`config.mk`:
```
export PLATFORM = sky130hd
export DESIGN_NAME = conv_loader
export DESIGN_NICKNAME = d
export VERILOG_FILES = /design/src/rtl/conv_pkg.sv /design/src/rtl/stream_word_counter.sv /design/src/rtl/conv_loader.sv
export SDC_FILE = /design/constraint.sdc
export NUM_CORES = 1
export LEC_CHECK = 0
export BUFFER_PORTS_ARGS = -buffer_cell sky130_fd_sc_hd__buf_4
export CAP_MARGIN = 10
export CORE_MARGIN = 2
export CORE_UTILIZATION = 51
export CTS_CLUSTER_SIZE = 40
export DETAILED_ROUTE_END_ITERATION = 8
export GPL_TIMING_DRIVEN = 0
export PLACE_DENSITY = 0.89
export SLEW_MARGIN = 40
export SYNTH_ARGS = -nofsm -noshare
export SYNTH_HDL_FRONTEND = slang
export SYNTH_SLANG_ARGS = --single-unit
```
`constraint.sdc`:
```
create_clock -name clk -period 2.55 [get_ports clk]
set_clock_uncertainty 0.15 [all_clocks]
set_input_delay 0 -clock clk [delete_from_list [all_inputs] [get_ports clk]]
set_output_delay 0 -clock clk [all_outputs]
set_load 0.05 [all_outputs]
```
`src/rtl/conv_pkg.sv`:
```
// Shared definitions for the conv_unit loader path: FSM state encoding and
// bit offsets of the packed layer parameter word.
package conv_pkg;

   typedef enum logic [2:0] {
      ST_IDLE = 3'd0,
      ST_PARA = 3'd1,
      ST_WEI  = 3'd2,
      ST_FTM  = 3'd3,
      ST_DONE = 3'd4
   } state_e;

   // Field layout of the layer parameter word, decoded again inside conv_unit.
   localparam int unsigned PARA_STRIDE_LSB = 0;
   localparam int unsigned PARA_STRIDE_W   = 2;
   localparam int unsigned PARA_PAD_LSB    = 2;
   localparam int unsigned PARA_PAD_W      = 2;
   localparam int unsigned PARA_WSHAPE_LSB = 4;
   localparam int unsigned PARA_WSHAPE_W   = 16;
   localparam int unsigned PARA_FSHAPE_LSB = 20;
   localparam int unsigned PARA_FSHAPE_W   = 32;

   function automatic int unsigned kcnt_width(input int unsigned n);
      return (n > 1) ? $clog2(n) : 1;
   endfunction

endpackage

```
`src/rtl/stream_word_counter.sv`:
```
// Loadable down-counter tracking the remaining beats of one stream segment;
// is_last_o flags the final beat so the owner can reload or exit in time.
module stream_word_counter #(
   parameter int unsigned W = 20
) (
   input  logic         clk,
   input  logic         rstn,
   input  logic         load_i,
   input  logic [W-1:0] load_val_i,
   input  logic         dec_i,
   output logic         is_last_o
);

   logic [W-1:0] count_q;

   always_ff @(posedge clk or negedge rstn) begin
      if (!rstn) begin
         count_q <= '0;
      end else if (load_i) begin
         count_q <= load_val_i;
      end else if (dec_i && (count_q != '0)) begin
         count_q <= count_q - 1'b1;
      end
   end

   assign is_last_o = (count_q == W'(1));

endmodule

```
`src/rtl/conv_loader.sv`:
```
// Streams one layer (parameter word, N_KERNEL weight kernels, feature map)
// from the DMA read stream into the conv_unit write ports.
module conv_loader
   import conv_pkg::*;
#(
   parameter int unsigned DATA_WIDTH = 64,
   parameter int unsigned B_PARA     = 64,
   parameter int unsigned B_WORDS    = 20,
   parameter int unsigned N_KERNEL   = 4
) (
   input  logic                  clk,
   input  logic                  rstn,
   input  logic                  cmd_valid,
   output logic                  cmd_ready,
   input  logic [B_PARA-1:0]     cmd_para,
   input  logic [B_WORDS-1:0]    cmd_wei_words,
   input  logic [B_WORDS-1:0]    cmd_ftm_words,
   input  logic                  s_tvalid,
   output logic                  s_tready,
   input  logic [DATA_WIDTH-1:0] s_tdata,
   input  logic                  s_tlast,
   output logic [B_PARA-1:0]     para,
   output logic                  para_we,
   output logic                  wb_clr,
   output logic                  wb_we,
   output logic                  fb_clr,
   output logic                  fb_we,
   output logic [DATA_WIDTH-1:0] di,
   input  logic                  wb_full,
   input  logic                  fb_full,
   output logic                  busy,
   output logic                  done,
   output logic                  err
);

   localparam int unsigned KW = kcnt_width(N_KERNEL);

   state_e                state_q;
   logic                  cmd_ready_q;
   logic                  busy_q;
   logic                  done_q;
   logic                  err_q;
   logic                  para_we_q;
   logic                  wb_clr_q;
   logic                  fb_clr_q;
   logic                  wb_we_q;
   logic                  fb_we_q;
   logic [B_PARA-1:0]     para_q;
   logic [DATA_WIDTH-1:0] di_q;
   logic [B_WORDS-1:0]    wei_words_q;
   logic [B_WORDS-1:0]    ftm_words_q;
   logic [KW-1:0]         kcnt_q;

   logic tready_c;
   logic wei_beat_c;
   logic ftm_beat_c;
   logic last_kernel_c;
   logic wcnt_load_c;
   logic fcnt_load_c;
   logic wcnt_last;
   logic fcnt_last;

   always_comb begin
      tready_c      = ((state_q == ST_WEI) && !wb_full) ||
                      ((state_q == ST_FTM) && !fb_full);
      wei_beat_c    = s_tvalid && tready_c && (state_q == ST_WEI);
      ftm_beat_c    = s_tvalid && tready_c && (state_q == ST_FTM);
      last_kernel_c = (kcnt_q == KW'(N_KERNEL - 1));
      // wcnt reloads between kernels; fcnt loads once, either straight from
      // PARA (no weights) or on the final beat of the last kernel.
      wcnt_load_c   = (state_q == ST_PARA) ||
                      (wei_beat_c && wcnt_last && !last_kernel_c);
      fcnt_load_c   = ((state_q == ST_PARA) && (wei_words_q == '0)) ||
                      (wei_beat_c && wcnt_last && last_kernel_c);
   end

   stream_word_counter #(.W(B_WORDS)) u_wcnt (
      .clk        (clk),
      .rstn       (rstn),
      .load_i     (wcnt_load_c),
      .load_val_i (wei_words_q),
      .dec_i      (wei_beat_c),
      .is_last_o  (wcnt_last)
   );

   stream_word_counter #(.W(B_WORDS)) u_fcnt (
      .clk        (clk),
      .rstn       (rstn),
      .load_i     (fcnt_load_c),
      .load_val_i (ftm_words_q),
      .dec_i      (ftm_beat_c),
      .is_last_o  (fcnt_last)
   );

   always_ff @(posedge clk or negedge rstn) begin
      if (!rstn) begin
         state_q     <= ST_IDLE;
         cmd_ready_q <= 1'b0;
         busy_q      <= 1'b0;
         done_q      <= 1'b0;
         err_q       <= 1'b0;
         para_we_q   <= 1'b0;
         wb_clr_q    <= 1'b0;
         fb_clr_q    <= 1'b0;
         wb_we_q     <= 1'b0;
         fb_we_q     <= 1'b0;
         para_q      <= '0;
         di_q        <= '0;
         wei_words_q <= '0;
         ftm_words_q <= '0;
         kcnt_q      <= '0;
      end else begin
         // Pulses are registered from the state they belong to, so done lands
         // the cycle after the last buffer write rather than alongside it.
         para_we_q <= (state_q == ST_PARA);
         wb_clr_q  <= (state_q == ST_PARA);
         fb_clr_q  <= (state_q == ST_PARA);
         done_q    <= (state_q == ST_DONE);
         wb_we_q   <= wei_beat_c;
         fb_we_q   <= ftm_beat_c;
         if (wei_beat_c || ftm_beat_c) begin
            di_q <= s_tdata;
         end

         case (state_q)
            ST_IDLE: begin
               cmd_ready_q <= 1'b1;
               if (cmd_ready_q && cmd_valid) begin
                  para_q      <= cmd_para;
                  wei_words_q <= cmd_wei_words;
                  ftm_words_q <= cmd_ftm_words;
                  err_q       <= 1'b0;
                  cmd_ready_q <= 1'b0;
                  busy_q      <= 1'b1;
                  state_q     <= ST_PARA;
               end
            end
            ST_PARA: begin
               kcnt_q <= '0;
               if (wei_words_q != '0) begin
                  state_q <= ST_WEI;
               end else if (ftm_words_q != '0) begin
                  state_q <= ST_FTM;
               end else begin
                  state_q <= ST_DONE;
               end
            end
            ST_WEI: begin
               if (wei_beat_c) begin
                  if (s_tlast) begin
                     err_q <= 1'b1;
                  end
                  if (wcnt_last) begin
                     if (last_kernel_c) begin
                        state_q <= (ftm_words_q != '0) ? ST_FTM : ST_DONE;
                     end else begin
                        kcnt_q <= kcnt_q + 1'b1;
                     end
                  end
               end
            end
            ST_FTM: begin
               if (ftm_beat_c) begin
                  if (fcnt_last) begin
                     if (!s_tlast) begin
                        err_q <= 1'b1;
                     end
                     state_q <= ST_DONE;
                  end else if (s_tlast) begin
                     err_q <= 1'b1;
                  end
               end
            end
            ST_DONE: begin
               state_q     <= ST_IDLE;
               busy_q      <= 1'b0;
               cmd_ready_q <= 1'b1;
            end
            default: state_q <= ST_IDLE;
         endcase
      end
   end

   assign cmd_ready = cmd_ready_q;
   assign s_tready  = tready_c;
   assign para      = para_q;
   assign para_we   = para_we_q;
   assign wb_clr    = wb_clr_q;
   assign wb_we     = wb_we_q;
   assign fb_clr    = fb_clr_q;
   assign fb_we     = fb_we_q;
   assign di        = di_q;
   assign busy      = busy_q;
   assign done      = done_q;
   assign err       = err_q;

endmodule

```
Word-level counts from Yosys, hierarchy flattened
Index checks and enable logic that the tools add are counted.

storage, ports and cells
  word-level logic and storage cells = 96
  latch bits = 0
  memories = 0
  memory bits (read-only) = 0
  register bits after elaboration = 220
  bits in writable memories = 0
  output and inout port bits = 138
  bits of input ports = 175

operators by class
  multiply operators = 0
  reduce and logical (&&, ||, !) cells = 35
  eq/ne operators = 15
  muxes and demuxes = 28
  $add $sub $neg = 3
  divide/modulo/power cells = 0
  order comparisons = 0
  bitwise gates (word level) = 0
  shift-type cells = 0

operators by type and width
  kind                   number
  $mux 20                4
  $reduce_bool 20->1     4
  $eq 20x1->1 const B    2
  $sub 20x1->20 const B  2
  $mux 3                 8
  $logic_not 20->1       1
  $logic_and 1x1->1      12
  $ne 2x2->1 const B     6
  $pmux 3 s4             1
  $mux 1                 8
  $reduce_bool 2->1      4
  $eq 3x2->1 const B     2
  $mux 2                 3
  $reduce_and 6->1       1
  $reduce_and 5->1       1
  $logic_or 1x1->1       4
  $pmux 1 s2             2
  $pmux 2 s2             1
  $reduce_and 2->1       2
  $reduce_and 4->1       1
  $eq 3x1->1 const B     1
  $eq 3x3->1 const B     1
  $logic_not 1->1        3
  $logic_not 3->1        1
  6 further kinds        6

Logic depth before layout (Yosys ltp)
Gate-level depths: netlist (run 1).

  depth after elaboration = 9
  mapped depth = 8
  mapped depth without buffers = 7

By module
Synthesis (run 1) repeated with hierarchy kept, for this count alone.

unflattened totals
  cell total of the unflattened synthesis = 850
  area, all modules = 9542.9 sq um

modules (own cells, without submodules)
  module                         cells each  instances  area each (sq um)  sequential area each (sq um)
  conv_loader                    570         1          7005.5             4504.3
  stream_word_counter at u_fcnt  136         1          1272.5             500.5
  stream_word_counter at u_wcnt  144         1          1265.0             500.5

Worst setup path before layout (run 1)
OpenSTA, ideal clock, no wires.

  path kind = reg2reg
  start = register u_wcnt.count_q[6]
  end = register u_wcnt.count_q[10]
  period minus slack after synthesis = 2.335 ns
  data required time = 2.275 ns
  cell stages (with the launch flop) = 7
  path slack = 0.215 ns
  path buffers = 1
  data arrival time = 2.060 ns
  setup time = 0.125 ns
  cells stage by stage = dfrtp_1 > or4_4 > nor3_4 > nand4_4 > a21o_4 > buf_12 > mux2_4

on the way
  word-level cells in the longest chain between the ends = 5
  elaborated cells on any way between the ends = 10

ends and longest elaborated chain
  item                                                                   RTL line                   text
  from (decl)                                                            stream_word_counter.sv:14  logic [W-1:0] count_q;
  from (signal assigned)                                                 stream_word_counter.sv:20  count_q <= load_val_i;
  from (signal assigned)                                                 stream_word_counter.sv:22  count_q <= count_q - 1'b1;
  parallel branches: the longest is 5 deep, another holds $sub 20x1->20  --

Several ways; the timed one is not identified. The select of a mux whose other input is x is not followed.
A chain may end at the register's enable or synchronous reset.

Final worst setup path (run 1)
  start = register u_wcnt.count_q[7]
  end = register u_wcnt.count_q[8]

Same word-level chain as after synthesis.

==> results of run 1 <==
[cell usage in the layout, fill, tap and decap left out, drive strengths merged, types with 5 or more instances in the layout]
| cell type | netlist | routed |
|---|---|---|
| o21ai | 11 | 11 |
| nor3 | 12 | 12 |
| nand3 | 14 | 14 |
| nand2 | 28 | 28 |
| nand2b | 7 | 7 |
| dlygate4sd3 | 0 | 175 |
| mux2i | 10 | 10 |
| mux2 | 184 | 184 |
| or4 | 10 | 10 |
| nor4 | 22 | 22 |
| nor3b | 7 | 7 |
| a31oi | 7 | 7 |
| dfrtp | 220 | 220 |
| o31ai | 6 | 6 |
| nor2 | 24 | 24 |
| clkbuf | 15 | 56 |
| inv | 12 | 12 |
| a211oi | 11 | 11 |
| or3 | 9 | 9 |
| buf | 21 | 346 |
| nand4 | 7 | 7 |
| o211ai | 8 | 8 |
| xor2 | 10 | 10 |
| ha | 7 | 7 |
| nand3b | 5 | 5 |
| o311ai | 5 | 5 |
| a21oi | 9 | 9 |
[repair_timing]
item | CTS | global route
endpoints found under the hold margin | 404 | 0
endpoints found under the setup margin | 102 | 89
pin swaps | 1 | 6
buffers inserted | 2 | 9
resized for setup | 8 | 28
hold buffers | 176 | 0
[worst min-delay path: cells and delay by family]
family	cells	cell delay (ps)
AND/OR/NAND/NOR	1	90
AO/OA/AOI/OAI	4	470
buffers and inverters	1	90
[area by class of cell]
class	count	area share [%]
Sequential cell	220	36.0
Clock buffer	40	5.11
Tap cell	234	1.91
Clock inverter	4	0.172
Timing Repair Buffer	502	28.0
Antenna cell	3	0.0490
Multi-Input combinational cell	458	27.1
Buffer	35	1.36
Inverter	12	0.294
[power by group through the flow]
stage,combinational (mW),clock [mW],sequential (mW)
4_1_cts,1.56,3.55,3.73
2_1_floorplan,0.175,0,4.32
5_1_grt,1.66,3.75,3.75
3_5_place_dp,1.33,0,3.79
6_report,1.60,3.58,3.74
3_3_place_gp,1.29,0,3.77
[flip-flops by register name, indices dropped and copies added, names as in the netlist]
| register | count |
|---|---|
| busy | 1 |
| done | 1 |
| wb_we | 1 |
| u_fcnt.count_q | 20 |
| para | 64 |
| kcnt_q | 2 |
| err | 1 |
| cmd_ready | 1 |
| u_wcnt.count_q | 20 |
| wei_words_q | 20 |
| di | 64 |
| ftm_words_q | 20 |
| fb_clr | 1 |
| fb_we | 1 |
| state_q | 3 |
[routing by layer]
layer	share of wire (%)	vias up	global-route usage (%)
met3	6.6	111	7.17
met5	0	-	0
met1	37	4266	39.0
met4	5.0	0	14.0
met2	51	460	58.3
li1	-	3748	-
[final timing paths]
| kind | slack [ps] | end | cells past startpoint | start |
|---|---|---|---|---|
| worst max register to register | 30 | u_wcnt.count_q[8] | 6 | u_wcnt.count_q[7] |
| worst max-delay path | 30 | u_wcnt.count_q[8] | 6 | u_wcnt.count_q[7] |
| worst min-delay path | 40 | state_q[1] | 6 | cmd_valid |
| worst min register to register | 360 | di[44] | 1 | di[44] |
| max in group asynchronous | 1190 | para[25] | 5 | rstn |
| min in group asynchronous | 450 | u_wcnt.count_q[8] | 4 | rstn |
[cells by family after synthesis]
kind of cell | synth area share, %
adder cells (fa/ha/maj) | 0.897
multiplexers | 22.7
flip-flops | 56.4
AO/OA/AOI/OAI | 6.60
AND/OR/NAND/NOR | 9.94
XOR/XNOR | 0.986
buffers and inverters | 2.48
[synth_stat cells (9+ instances only)]
| cell type | number |
|---|---|
| a211oi_1 | 11 |
| a21oi_1 | 9 |
| buf_2 | 14 |
| clkbuf_1 | 14 |
| dfrtp_1 | 220 |
| inv_1 | 12 |
| mux2_2 | 171 |
| mux2_4 | 13 |
| mux2i_1 | 10 |
| nand2_1 | 28 |
| nand3_1 | 14 |
| nor2_1 | 23 |
| nor3_1 | 10 |
| nor4_1 | 19 |
| o21ai_0 | 10 |
| xor2_1 | 10 |
[stage by stage]
step | TNS, ps | instance area [µm²] | utilization, % | hold WS (ps) | setup WS [ps]
global placement | -84090 | 12400 | 66.1 | 78.9 | -433
global route | -196 | 15300 | 81.6 | 116 | -63.3
finish | 0 | 15300 | 81.6 | 37.5 | 28.9
CTS | 0 | 15100 | 80.6 | 21.3 | 6.49
detailed placement | -7490 | 12500 | 66.6 | -249 | -176
floorplan | 0 | 9770 | - | -446 | 215
==> metrics.md, run 1 <==
| Metric | Value |
|---|---|
| Outcome | `complete, no violations` |
| # DRC | `0` |
| Synth Register Bits | `220` |
| Peak supply drop | `0.507 mV` |
| Sequential cell area | `5510 µm²` |
| Commonest register cell after synthesis | `dfrtp_1` |
| CTS tree | `done` |
| Count of final setup violators | `0` |
| Number of max-cap violations | `0` |
| Post-synthesis cell type count | `70` |
| Crit end category | `flop` |
| Synthesized Nets | `908` |
| Int Pwr | `6.41 mW` |
| Non-Filler Instances | `1508` |
| Reg power frac | `41.9%` |
| Pin count of the biggest net entering global routing | `76` |
| Buffers on Ports | `312` |
| First-pass GRT wire length | `51.6 mm` |
| Power Dens Cells | `583 nW/µm²` |
| Setup Crit Path Kind | `flop to flop` |
| HPWL Detailed | `19.7 mm` |
| Via/cell ratio | `5.69` |
| Layout cells sized above 1 | `48.2%` |
| Number of synthesized flops with an enable pin | `0` |
| Largest area contributor in the netlist | `dfrtp_1` |
| Synth area leaders | `dfrtp_1 (56%), mux2_2 (20%), mux2_4 (2.0%)` |
| Top cell type's share of synthesized area | `56.4%` |
| Buffers & Inverters on Critical Path | `1` |
| Sequential share of the synthesized area | `56.4%` |
| Worst path arrival time | `2760 ps` |
| Initial core utilization | `52.0%` |
| Switching share of total power | `28.2%` |
| Final WL | `34.1 mm` |
| Initial antenna violation count | `2` |
| Crit-path slowest cell | `or4_4` |
| Worst hold path class | `primary input to flop` |
| Comb power frac | `17.9%` |
| Worst Path Max Fanout | `10` |
| Final ANT Viol Nets | `0` |
| Total vias in the final route | `8585` |
| Final period utilization | `98.9%` |
| Clock Sink Count | `220` |
| Fmax | `0.397 GHz` |
| Starting DRT DRC Count | `523` |
| Number of global-route vias before repair | `9293` |
| CORE AREA | `18800 µm²` |
| CP max stage delay | `580 ps` |
| Clock tree buffer depth | `3` |
| Cell count after placement | `1275` |
| Worst-path clk slew | `70 ps` |
| Placer Congestion | `0.944` |
| Final min period | `2520 ps` |
| Final hold violations | `0` |
| Worst skew pair latency | `510 ps` |
| Headroom to the max-slew limit | `53.0%` |
| Worst-margin pin slew | `704 ps` |
| P&R area growth vs syn | `56.7%` |
| Synth warn | `0` |
| Pwr Total | `8.93 mW` |
| Htree depth | `1` |
| Post-synthesis instance area | `9770 µm²` |
| Final nets | `1435` |
| Cell family contributing the most delay on the critical path | `simple AND/OR/NAND/NOR gates` |
| Area of the multi-input gates | `4150 µm²` |
| Post-Syn Area per Cell | `13.5 µm²` |
| TritonRoute pass-1 iters | `5` |
| WP data required | `2790 ps` |
| Clock power frac | `40.1%` |
| Syn Inst Count | `726` |
| Pins Over Slew Limit | `0` |
| Total grt overflow | `0` |
| Worst Setup Start Kind | `flop` |
| Pleak | `7.69 nW` |
| Filler cells | `1008` |
| Avg WL per Cell | `22.6 µm` |
| I/O pin total | `313` |
| GRT Total Usage | `33.0%` |
| Die height | `142 µm` |
| Die ar. | `20300 µm²` |
| Sw Pwr | `2.52 mW` |
| Synth async-reset ratio | `100%` |
| Chip Width | `142 µm` |
| CTS Root Cell | `clkbuf_16` |
| CTS Buf Count | `24` |
| Row count | `50` |
| Cell breakdown of the critical path | `or4_4 > nor3_4 > nand4_4 > a21o_4 > buf_12 > mux2_4` |
(Power assumes the default switching activity.)
==> run 2, diff against run 1 <==
CORE_UTILIZATION = 53   (was 51)
CTS_BUF_LIST = sky130_fd_sc_hd__clkbuf_4 sky130_fd_sc_hd__clkbuf_8   (was not set)
PLACE_DENSITY = 0.84   (was 0.89)
==> metrics.md, run 2 (synthesized netlist as in run 1, its figures left out) <==
| Metric | Value |
|---|---|
| HPWL Detailed | `19.6 mm` |
| Worst hold path class | `primary input to flop` |
| Clock power frac | `39.4%` |
| Commonest non-fill, non-tap cell in the layout | `buf_4` |
| Row count | `49` |
| Pins Over Slew Limit | `0` |
| I/O pin total | `313` |
| Final nets | `1447` |
| Initial core utilization | `54.2%` |
| FF-to-FF path depth | `7` |
| Peak supply drop | `0.582 mV` |
| Htree depth | `2` |
| Avg WL per Cell | `23.1 µm` |
| Crit end category | `flop` |
| Count of final setup violators | `0` |
| Number of global-route vias before repair | `9693` |
| Cell count after placement | `1270` |
| R2R Setup Slk | `70 ps` |
| Non-Filler Instances | `1525` |
| Commonest cells after routing, fill and taps aside | `buf_4 (323), dfrtp_1 (219), dlygate4sd3_1 (175)` |
| Worst Setup Start Kind | `flop` |
| Worst path arrival time | `2730 ps` |
| Comb power frac | `18.1%` |
| CTS tree | `done` |
| Initial antenna violation count | `4` |
| P&R area growth vs syn | `56.4%` |
| Worst Hold End | `state_q[1]` |
| Power Dens Cells | `577 nW/µm²` |
| Final min period | `2480 ps` |
| Setup Crit Path Kind | `flop to flop` |
| Number of max-cap violations | `0` |
| Outcome | `complete, no violations` |
| Reg power frac | `42.5%` |
| Hold_ws | `88.4 ps` |
| Clock tree buffer depth | `3` |
| Worst-margin pin slew | `716 ps` |
| Worst R2R End | `u_fcnt.count_q[16]` |
| Placer Congestion | `0.894` |
| Switching share of total power | `28.6%` |
| RSZ-0062 raised after global routing | `true` |
| Via/cell ratio | `5.76` |
| Final WL | `35.2 mm` |
| Buffers on Ports | `312` |
| Total grt overflow | `0` |
| Final core utilization | `84.8%` |
| Chip Width | `140 µm` |
| Clock Sink Count | `220` |
| Total vias in the final route | `8783` |
| First-pass GRT wire length | `53.8 mm` |
| Hold depth | `6` |
| Worst Path Max Fanout | `10` |
| Worst skew pair latency | `540 ps` |
| Layout cells sized above 1 | `49.0%` |
| Pin count of the biggest net entering global routing | `76` |
| Final period utilization | `97.1%` |
| Starting DRT DRC Count | `591` |
| # DRC | `0` |
| Die height | `140 µm` |
| Int Pwr | `6.30 mW` |
| Headroom to the max-slew limit | `52.1%` |
| CTS Root Cell | `clkbuf_8` |
| R2R Path Start | `u_wcnt.count_q[7]` |
| TritonRoute pass-1 iters | `5` |
| Sw Pwr | `2.52 mW` |
| WP data required | `2810 ps` |
| Min-delay src | `cmd_valid` |
| Final ANT Viol Nets | `0` |
| Worst-path clk slew | `60 ps` |
| Fmax | `0.404 GHz` |
| Final hold violations | `0` |
| Pleak | `7.72 nW` |
| CTS Buf Count | `38` |
| CORE AREA | `18000 µm²` |
| GRT Total Usage | `35.3%` |
| Die ar. | `19500 µm²` |
-- run 2: critical path, stage by stage (launching register included) --
cell and delay (ps):
dfrtp_1 470, nor4_4 370, nand3_1 170, buf_2 230
o22ai_2 320, buf_6 210, mux2i_1 100, a211o_1 330
-- run 2: power by group through the flow --
| stage | sequential, mW | clock, mW | combinational, mW |
|---|---|---|---|
| after global routing | 3.76 | 3.66 | 1.65 |
| after global placement | 3.78 | 0 | 1.29 |
| after floorplan | 4.32 | 0 | 0.175 |
| after detailed placement | 3.79 | 0 | 1.33 |
| final | 3.75 | 3.48 | 1.59 |
| after CTS | 3.73 | 3.45 | 1.55 |
-- run 2: timing repair --
action / 4_1_cts / 5_1_grt
endpoints found under the hold margin: 405 / 0
buffers inserted: 1 / 8
hold buffers: 175 / 0
cloned: 0 / 0
gates resized for setup: 7 / 26
pin swaps: 1 / 5
endpoints found under the setup margin: 74 / 77
-- run 2: metrics by stage --
step           setup WS (ps)  TNS (ps)  area (µm²)  total power [mW]
2_1_floorplan            215         0        9770              4.49
3_3_place_gp            -411    -83620       12400              5.07
3_5_place_dp            -164     -5620       12500              5.12
4_1_cts                 9.66         0       15100              8.73
5_1_grt                -61.7     -68.2       15300              9.08
6_report                73.8         0       15300              8.82
-- run 2: final cells by class --
class                      instances  area, µm²
inverter                          12       45.0
antenna                            4       10.0
buffer                            36        218
clock inverter                     4       20.0
fill                             844       2750
multi-input combinational        458       4140
timing repair buffer             499       4250
sequential                       220       5510
tap                              229        287
clock buffer                      63        798
-- run 2: how the worst max path moves through the flow --
stage / end / from / slack (ps)
finish: u_fcnt.count_q[16] / u_wcnt.count_q[7] / 70
global route: u_fcnt.count_q[16] / u_wcnt.count_q[7] / -60
CTS: u_fcnt.count_q[16] / u_wcnt.count_q[2] / 10
detailed placement: u_fcnt.count_q[18] / u_fcnt.count_q[0] / -160
global placement: ftm_words_q[14] / state_q[0] / -410
floorplan: u_wcnt.count_q[10] / u_wcnt.count_q[6] / 220
-- run 2: layer usage --
layer  routed length [µm]  global-route usage [%]  vias up
met5                    0                       0        -
met4                 1850                    17.1        0
met3                 2520                    8.33      145
met2                17800                    61.4      482
met1                13000                    41.0     4376
li1                     -                       -     3780
